--- src/rtl/i2c_cmd_arbiter_if.sv ---
// Request/completion handshake plus the I2C_Controller GO/END bus, shared by
// the requesters, the arbiter and the slow-clocked controller.
interface i2c_cmd_arbiter_if #(
  parameter int NUM_REQ = 2
);
  logic [NUM_REQ-1:0]    req_valid;
  logic [24*NUM_REQ-1:0] req_data;
  logic [NUM_REQ-1:0]    req_ready;
  logic                  done_valid;
  logic [1:0]            done_id;
  logic                  done_nack;
  logic                  done_timeout;
  logic                  busy;
  logic [23:0]           i2c_data;
  logic                  i2c_go;
  logic                  i2c_end;
  logic                  i2c_ack;

  // slave is the arbiter; master is everything around it
  modport slave (
    input  req_valid, req_data, i2c_end, i2c_ack,
    output req_ready, done_valid, done_id, done_nack, done_timeout, busy, i2c_data, i2c_go
  );

  modport master (
    output req_valid, req_data, i2c_end, i2c_ack,
    input  req_ready, done_valid, done_id, done_nack, done_timeout, busy, i2c_data, i2c_go
  );
endinterface

--- src/rtl/i2c_cmd_arbiter.sv ---
// Round-robin arbiter sharing one I2C_Controller between NUM_REQ requesters,
// with NACK retry and a per-phase timeout on the GO/END handshake.
module i2c_cmd_arbiter #(
  parameter int NUM_REQ     = 2,
  parameter int MAX_RETRY   = 3,
  parameter int TIMEOUT_CYC = 2000000
) (
  input logic              CLOCK_50,
  input logic              iRST_N,
  i2c_cmd_arbiter_if.slave bus
);
  localparam int TW = $clog2(TIMEOUT_CYC + 1);

  typedef enum logic [2:0] {IDLE, ARB, ISSUE, WAIT_END, WAIT_REL, CHECK, DONE} state_t;
  state_t state, state_n;

  logic               end_meta, end_s, ack_meta, ack_s;
  logic [1:0]         rr, grant;
  logic [3:0]         retry_cnt;
  logic [TW-1:0]      timer;
  logic               nack;
  logic [NUM_REQ-1:0] ready_r;
  logic [23:0]        data_r;
  logic               go_r, busy_r;
  logic               done_valid_r, done_nack_r, done_timeout_r;
  logic [1:0]         done_id_r;

  logic [NUM_REQ-1:0] rotated;
  logic [2:0]         search_base, offset, grant_sum;
  logic               grant_found;
  logic [1:0]         grant_idx;
  logic               timer_exp;
  logic               do_accept, do_issue, do_latch, do_retry, do_abort, do_finish, finish_nack;

  // END and ACK come from the controller's slow clock domain
  always_ff @(posedge CLOCK_50 or negedge iRST_N) begin
    if (!iRST_N) begin
      end_meta <= 1'b0;
      end_s    <= 1'b0;
      ack_meta <= 1'b0;
      ack_s    <= 1'b0;
    end else begin
      end_meta <= bus.i2c_end;
      end_s    <= end_meta;
      ack_meta <= bus.i2c_ack;
      ack_s    <= ack_meta;
    end
  end

  // Rotate the request vector so the search starts just after the last grant
  always_comb begin
    search_base = {1'b0, rr} + 3'd1;
    rotated     = NUM_REQ'({bus.req_valid, bus.req_valid} >> search_base);
    grant_found = 1'b0;
    offset      = 3'd0;
    for (int k = NUM_REQ - 1; k >= 0; k--) begin
      if (rotated[k]) begin
        grant_found = 1'b1;
        offset      = 3'(k);
      end
    end
    grant_sum = search_base + offset;
    grant_idx = (grant_sum >= 3'(NUM_REQ)) ? 2'(grant_sum - 3'(NUM_REQ)) : 2'(grant_sum);
  end

  assign timer_exp = (timer == TW'(TIMEOUT_CYC - 1));

  always_ff @(posedge CLOCK_50 or negedge iRST_N) begin
    if (!iRST_N) state <= IDLE;
    else         state <= state_n;
  end

  always_comb begin
    state_n     = state;
    do_accept   = 1'b0;
    do_issue    = 1'b0;
    do_latch    = 1'b0;
    do_retry    = 1'b0;
    do_abort    = 1'b0;
    do_finish   = 1'b0;
    finish_nack = 1'b0;
    case (state)
      IDLE: if (|bus.req_valid) state_n = ARB;
      ARB: begin
        if (grant_found) begin
          do_accept = 1'b1;
          state_n   = ISSUE;
        end else begin
          state_n = IDLE;
        end
      end
      // A stale END still high must not retrigger the controller
      ISSUE: begin
        if (!end_s) begin
          do_issue = 1'b1;
          state_n  = WAIT_END;
        end else if (timer_exp) begin
          do_abort = 1'b1;
          state_n  = DONE;
        end
      end
      WAIT_END: begin
        if (end_s) begin
          do_latch = 1'b1;
          state_n  = WAIT_REL;
        end else if (timer_exp) begin
          do_abort = 1'b1;
          state_n  = DONE;
        end
      end
      WAIT_REL: begin
        if (!end_s) begin
          state_n = CHECK;
        end else if (timer_exp) begin
          do_abort = 1'b1;
          state_n  = DONE;
        end
      end
      CHECK: begin
        if (!nack) begin
          do_finish = 1'b1;
          state_n   = DONE;
        end else if (retry_cnt < 4'(MAX_RETRY)) begin
          do_retry = 1'b1;
          state_n  = ISSUE;
        end else begin
          do_finish   = 1'b1;
          finish_nack = 1'b1;
          state_n     = DONE;
        end
      end
      DONE:    state_n = (|bus.req_valid) ? ARB : IDLE;
      default: state_n = IDLE;
    endcase
  end

  // Phase timer restarts on every state change and saturates rather than wraps
  always_ff @(posedge CLOCK_50 or negedge iRST_N) begin
    if (!iRST_N) begin
      rr             <= 2'(NUM_REQ - 1);
      grant          <= 2'd0;
      retry_cnt      <= 4'd0;
      timer          <= '0;
      nack           <= 1'b0;
      ready_r        <= '0;
      data_r         <= 24'd0;
      go_r           <= 1'b0;
      busy_r         <= 1'b0;
      done_valid_r   <= 1'b0;
      done_id_r      <= 2'd0;
      done_nack_r    <= 1'b0;
      done_timeout_r <= 1'b0;
    end else begin
      ready_r        <= '0;
      done_valid_r   <= 1'b0;
      done_nack_r    <= 1'b0;
      done_timeout_r <= 1'b0;
      if (state_n != state)  timer <= '0;
      else if (timer != '1) timer <= timer + TW'(1);
      if (do_accept) begin
        ready_r   <= NUM_REQ'(1) << grant_idx;
        data_r    <= bus.req_data[24*32'(grant_idx) +: 24];
        grant     <= grant_idx;
        rr        <= grant_idx;
        retry_cnt <= 4'd0;
        busy_r    <= 1'b1;
      end
      if (do_issue) go_r <= 1'b1;
      if (do_latch) begin
        go_r <= 1'b0;
        nack <= ack_s;
      end
      if (do_retry) retry_cnt <= retry_cnt + 4'd1;
      if (do_abort || do_finish) begin
        go_r           <= 1'b0;
        done_valid_r   <= 1'b1;
        done_id_r      <= grant;
        done_nack_r    <= finish_nack;
        done_timeout_r <= do_abort;
      end
      if (state == DONE) busy_r <= 1'b0;
    end
  end

  assign bus.req_ready    = ready_r;
  assign bus.i2c_data     = data_r;
  assign bus.i2c_go       = go_r;
  assign bus.busy         = busy_r;
  assign bus.done_valid   = done_valid_r;
  assign bus.done_id      = done_id_r;
  assign bus.done_nack    = done_nack_r;
  assign bus.done_timeout = done_timeout_r;
endmodule

--- src/flat_wrapper.sv ---
// flat-port wrapper written by rule: the top's interface ports become plain ports
module i2c_cmd_arbiter_flat 
#(
  parameter int NUM_REQ     = 2,
  parameter int MAX_RETRY   = 3,
  parameter int TIMEOUT_CYC = 2000000
)
  (CLOCK_50, iRST_N, bus_req_valid, bus_req_data, bus_i2c_end, bus_i2c_ack, bus_req_ready, bus_done_valid, bus_done_id, bus_done_nack, bus_done_timeout, bus_busy, bus_i2c_data, bus_i2c_go);
  i2c_cmd_arbiter_if #(.NUM_REQ(NUM_REQ)) bus_i ();
  input logic CLOCK_50;
  input logic iRST_N;
  input wire logic [$bits(bus_i.req_valid)-1:0] bus_req_valid;
  input wire logic [$bits(bus_i.req_data)-1:0] bus_req_data;
  input wire logic [$bits(bus_i.i2c_end)-1:0] bus_i2c_end;
  input wire logic [$bits(bus_i.i2c_ack)-1:0] bus_i2c_ack;
  output wire logic [$bits(bus_i.req_ready)-1:0] bus_req_ready;
  output wire logic [$bits(bus_i.done_valid)-1:0] bus_done_valid;
  output wire logic [$bits(bus_i.done_id)-1:0] bus_done_id;
  output wire logic [$bits(bus_i.done_nack)-1:0] bus_done_nack;
  output wire logic [$bits(bus_i.done_timeout)-1:0] bus_done_timeout;
  output wire logic [$bits(bus_i.busy)-1:0] bus_busy;
  output wire logic [$bits(bus_i.i2c_data)-1:0] bus_i2c_data;
  output wire logic [$bits(bus_i.i2c_go)-1:0] bus_i2c_go;
  assign bus_i.req_valid = bus_req_valid;
  assign bus_i.req_data = bus_req_data;
  assign bus_i.i2c_end = bus_i2c_end;
  assign bus_i.i2c_ack = bus_i2c_ack;
  assign bus_req_ready = bus_i.req_ready;
  assign bus_done_valid = bus_i.done_valid;
  assign bus_done_id = bus_i.done_id;
  assign bus_done_nack = bus_i.done_nack;
  assign bus_done_timeout = bus_i.done_timeout;
  assign bus_busy = bus_i.busy;
  assign bus_i2c_data = bus_i.i2c_data;
  assign bus_i2c_go = bus_i.i2c_go;
  i2c_cmd_arbiter #(.NUM_REQ(NUM_REQ), .MAX_RETRY(MAX_RETRY), .TIMEOUT_CYC(TIMEOUT_CYC)) u_core (.CLOCK_50(CLOCK_50), .iRST_N(iRST_N), .bus(bus_i));
endmodule
--- config.mk ---
export PLATFORM = sky130hd
export DESIGN_NAME = i2c_cmd_arbiter_flat
export DESIGN_NICKNAME = d
export VERILOG_FILES = /design/src/rtl/i2c_cmd_arbiter_if.sv /design/src/rtl/i2c_cmd_arbiter.sv /design/src/flat_wrapper.sv
export SDC_FILE = /design/constraint.sdc
export NUM_CORES = 1
export LEC_CHECK = 0
export CAP_MARGIN = 20
export CORE_AREA = 2 2 118 120
export DETAILED_ROUTE_END_ITERATION = 6
export DIE_AREA = 0 0 120 122
export PLACE_DENSITY_LB_ADDON = 0.12
export SYNTH_ARGS = -nofsm -noshare
export SYNTH_HDL_FRONTEND = slang
export SYNTH_SLANG_ARGS = --single-unit
--- constraint.sdc ---
create_clock -name CLOCK_50 -period 2.7 [get_ports CLOCK_50]
set_clock_uncertainty 0.2 [all_clocks]
set_input_delay 0.405 -clock CLOCK_50 [delete_from_list [all_inputs] [get_ports CLOCK_50]]
set_output_delay 0.405 -clock CLOCK_50 [all_outputs]
set_load 0.02 [all_outputs]
### After elaboration in Yosys (flattened, before gate mapping)

Cells that the tools add are included.

| storage, ports and cells | value |
|---|---|
| input port bits | 54 |
| bits in registers | 70 |
| logic and storage cells | 92 |

| operators by class | value |
|---|---|
| $add $sub $neg | 5 |
| multiply operators | 1 |
| order comparisons | 2 |
| mux-type cells | 46 |
| shift-type cells | 3 |
| reduce and logical (&&, ||, !) cells | 8 |
| equality and inequality tests | 9 |

Operators with widths:

| cell | count |
|---|---|
| 48-bit by 8-bit indexed part select with 24-bit output | 1 |
| 21-bit two-way mux | 2 |
| 1-bit two-way mux | 30 |
| 21-bit by 1-bit adder with 21-bit output (second input constant) | 1 |
| 21-bit == test (second input constant) | 1 |
| 3-bit two-way mux | 7 |
| 21-bit inequality test (second input constant) | 1 |
| 3-bit one-hot mux with 7 select lines | 1 |
| 3-bit == test (second input constant) | 3 |
| 4-bit two-way mux | 2 |
| 3-bit by 2-bit == test with 1-bit output (second input constant) | 2 |
| 2-bit two-way mux | 3 |
| 2-bit nonzero test | 3 |
| 4-bit by 1-bit adder with 4-bit output (second input constant) | 1 |
| 4-bit by 2-bit less-than comparator with 1-bit output (second input constant) | 1 |
| 2-bit by 2-bit multiplier with 4-bit output (first input constant) | 1 |
| 2-bit OR reduction | 2 |
| 4-bit by 3-bit right shift with 2-bit output | 1 |
| 2-bit by 1-bit adder with 3-bit output (second input constant) | 1 |
| 3-bit by 1-bit adder with 3-bit output | 1 |
| 3-bit by 1-bit == test with 1-bit output (second input constant) | 1 |
| 3-bit by 2-bit >= comparator with 1-bit output (second input constant) | 1 |
| 3-bit logical NOT | 1 |
| 3-bit inequality test | 1 |
| other kinds (5) | 5 |

### Longest topological paths before layout

| depth | value |
|---|---|
| depth after elaboration | 9 |
| gate-level depth with buffers | 7 |

### Least setup slack after synthesis

Ideal clock, no wire load.

| timing | value |
|---|---|
| path type | register to register |
| start point | register u_core.timer[13] |
| end point | register u_core.done_id_r[0] (netlist: u_core.bus.done_id[0]) |
| clock period less this slack | 2.251 ns |
| arrival | 1.924 ns |
| setup time | 0.128 ns |
| setup slack | 0.449 ns |
| required time | 2.372 ns |
| stages on the path, launching flop included | 6 |
| path through | dfrtp_1 or4_4 nor4b_4 a31oi_2 o22ai_4 mux2_1 |

| between the ends | value |
|---|---|
| word-level cells in the longest chain between the ends | 5 |
| elaborated cells between the ends (all ways) | 6 |
| those cells by class | 1 x eq/ne; 4 x mux; 1 x reduce/logical |

RTL lines:

| item | RTL line | RTL |
|---|---|---|
| start: declaration | i2c_cmd_arbiter.sv:20 | `logic [TW-1:0] timer;` |
| start signal: assignment | i2c_cmd_arbiter.sv:159 | `else if (timer != '1) timer <= timer + TW'(1);` |
| 21-bit == test * | i2c_cmd_arbiter.sv:66 | `assign timer_exp = (timer == TW'(TIMEOUT_CYC - 1));` |
| 1-bit two-way mux * | i2c_cmd_arbiter.sv:97, i2c_cmd_arbiter.sv:106, i2c_cmd_arbiter.sv:114 |  |
| 1-bit two-way mux (on tied branches) | i2c_cmd_arbiter.sv:112, i2c_cmd_arbiter.sv:103 |  |
| 1-bit one-hot mux with 2 select lines * | i2c_cmd_arbiter.sv:82 | `case (state)` |
| 1-bit logical OR * | i2c_cmd_arbiter.sv:174 | `if (do_abort \|\| do_finish) begin` |
| end signal: assignment | i2c_cmd_arbiter.sv:177 | `done_id_r <= grant;` |
| end: declaration | i2c_cmd_arbiter.sv:26 | `logic [1:0] done_id_r;` |

Every way passes the cells marked *; elsewhere a longest branch is shown, timed or not.
A chain may end at the register's enable or synchronous reset.

### Worst setup path after layout

| timing | value |
|---|---|
| start point | register u_core.timer[7] |
| end point | register u_core.done_id_r[1] (netlist: u_core.bus.done_id[1]) |

The elaborated chain is that of the path after synthesis.

==> metrics.txt <==
maximum fanout along the worst path 5; Peak VDD IR 325 uV; Total Wirelength 8300 um; Slew headroom 62.3%; CTS resizes 0; via count 2611; max incr delay on CP 0.57 ns; Switching Fraction 33.2%; Seq cells post-synth 69; Mean Syn Cell Area 10.2 um^2; Slowest-stage cell, CP or4_4; residual DRC count 0; die footprint 14600 um^2; sequential cell area fraction in the yosys report 52.7%; DRT antenna net count 0; f_max 424 MHz; final setup TNS 0 ns; clock share of power 30.6%; share of layout cells above drive strength 1 8.85%; EDFF count, synth 0; Post-synth ARST share 100%; Leak 2.01 nW; Sw Pwr 0.00155 W; ys flop type dfrtp_1; Core Rows 43; Synth area leaders dfrtp_1 52%, mux2i_1 8.2%, nor2_1 6.6%; DIE HEIGHT 122 um; crit share post-route 87.3%; Die W 120 um; Worst-Skew Late Latency 0.33 ns; Pwr Total 0.00467 W; post-route minimum period 2.36 ns; Worst Tran Pin Value 0.558 ns; Layout fillers 1353; CP Launch Type flop; IO buf count 86; DR iter-0 viols 156; Netlist cell types 46; Worst Path Required 2.71 ns; first-pass GRT wire length 13300 um; Area Overhead vs Synth 46.5%; status completed; crit path capture type flop; Util after Layout 35.6%; Initial Utilization 24.3%; router iterations before antenna repair 4; Power Internal 0.00312 W; Flop pwr share 32.7%; TritonCTS clock tree built; fin. max-slew vios 0; H-tree depth 3; final hold viol count 0; Root Buffer clkbuf_16; setup violators final 0; Max Cap Viol 0; CTS Buf Count 9; Syn Inst Count 321; synthesized cell area 3280 um^2; routability congestion estimate 0.802; clk buf depth 2; CP cell instances or4_4 -> nor4b_4 -> a31oi_2 -> o22ai_4 -> mux2_1; Syn Nets 377; crit path DAT 2.37 ns; Post-synth top cells 68 x dfrtp_1, 58 x nor2_1, 27 x mux2i_1; Core ar. 13500 um^2; largest net degree at the start of global routing 45; vias in the first global route 2575; gr ovfl total 0; yosys warns 0; area leader, netlist dfrtp_1; hpwl dp 5990 um; initial antenna violation count 0; ANT cells 0; Ports 87; gr usage total 11.7%; min-delay worst type flop to flop; vias per cell 4.37; Crit Path Class flop to flop; CTS sink count 69; pwr/cell area 971 nW/um^2; FF-to-FF setup slack 0.34 ns; Synth top area share 51.9%; DR WL/cell 13.9 um; NumNets Final 469; cell with the most instances after synthesis dfrtp_1; unrepaired setup endpoints after global routing no; CTS clk-pin slew, worst paths 0.06 ns; Logic pwr share 36.6%
## worst max-delay path: cells and delay by family, from the launching register on
kind | cells | cell delay (ns)
and+or+nand+nor | 2 | 0.87
muxes | 1 | 0.34
DFF | 1 | 0.43
AOI/OAI and AO/OA | 2 | 0.39
## timing repair
item,CTS,global route
hold buffers,1,0
buffers inserted,0,0
hold endpoints to repair,28,0
## power groups by stage
stage	combinational (W)	clock (W)	sequential [W]
3_3_place_gp	0.00173	0	0.00154
3_5_place_dp	0.00174	0	0.00155
5_1_grt	0.00186	0.00154	0.00157
4_1_cts	0.00174	0.00147	0.00153
6_report	0.00171	0.00143	0.00153
2_1_floorplan	0.000728	0	0.00173
## through the flow
step | instances | setup WS [ns] | instance area (um^2) | hold slack (ns)
floorplan | 321 | 0.449 | 3280 | -0.0906
global placement | 581 | 0.357 | 4430 | 0.135
detailed placement | 581 | 0.327 | 4430 | 0.136
CTS | 598 | 0.324 | 4810 | 0.149
global route | 598 | 0.160 | 4810 | 0.167
finish | 598 | 0.343 | 4810 | 0.145
## flip-flops by register name (all words and copies together), names as in the netlist
name / flops
u_core.bus.req_ready: 2
u_core.rr: 1
u_core.bus.done_timeout: 1
u_core.ack_s: 1
u_core.bus.i2c_go: 1
u_core.retry_cnt: 4
u_core.end_s: 1
u_core.end_meta: 1
u_core.state: 3
u_core.ack_meta: 1
u_core.nack: 1
u_core.grant: 2
u_core.bus.busy: 1
u_core.bus.done_nack: 1
u_core.bus.i2c_data: 24
u_core.bus.done_id: 2
u_core.bus.done_valid: 1
u_core.timer: 21
## routing by layer
layer | share of wire, % | wire length, um | global-route usage (%) | up-vias
met5 | 0 | 0 | 0 | -
met1 | 45 | 3760 | 15.1 | 1252
li1 | - | - | - | 1321
met2 | 50 | 4190 | 18.6 | 33
met3 | 3.1 | 261 | 3.09 | 5
met4 | 1.1 | 89 | 4.41 | 0
## cells by family after synthesis
family,count (synthesis),share of synthesized area (%)
AND/OR/NAND/NOR,119,17.9
flip-flops,69,52.7
AO/OA/AOI/OAI,62,11.8
multiplexers,30,9.27
buffers and inverters,20,2.52
XOR/XNOR,18,4.81
adder cells (fa/ha/maj),3,1.07
## worst paths after layout
kind / from / to / cells past startpoint
worst max-delay path: u_core.timer[7] / u_core.bus.done_id[1] / 5
worst min-delay path: u_core.ack_meta / u_core.ack_s / 0
worst max register to register: u_core.timer[7] / u_core.bus.done_id[1] / 5
worst min register to register: u_core.ack_meta / u_core.ack_s / 0
max in group asynchronous: iRST_N / u_core.rr[0] / 3
min in group asynchronous: iRST_N / u_core.timer[12] / 2
## final cells by class
type / count / area, um^2 / share of cell area, %
Sequential cell: 69 / 1730 / 36.0
Multi-Input combinational cell: 232 / 1490 / 31.0
Timing Repair Buffer: 95 / 978 / 20.4
Clock buffer: 9 / 225 / 4.69
Tap cell: 180 / 225 / 4.69
Clock inverter: 7 / 138 / 2.86
Inverter: 6 / 22.5 / 0.469
## placed cells by master, fill, tap and decap left out, types with 7 or more instances in the layout
master           instances
clkdlybuf4s50_1         85
dfrtp_1                 68
nor2_1                  57
mux2i_1                 27
a21oi_1                 26
xor2_1                  15
nand2_1                 14
o21ai_0                 12
nand3_1                 12
clkbuf_16                9
nor2b_1                  7
nor3_1                   7
Note: power is estimated with default switching activity, not from simulation.
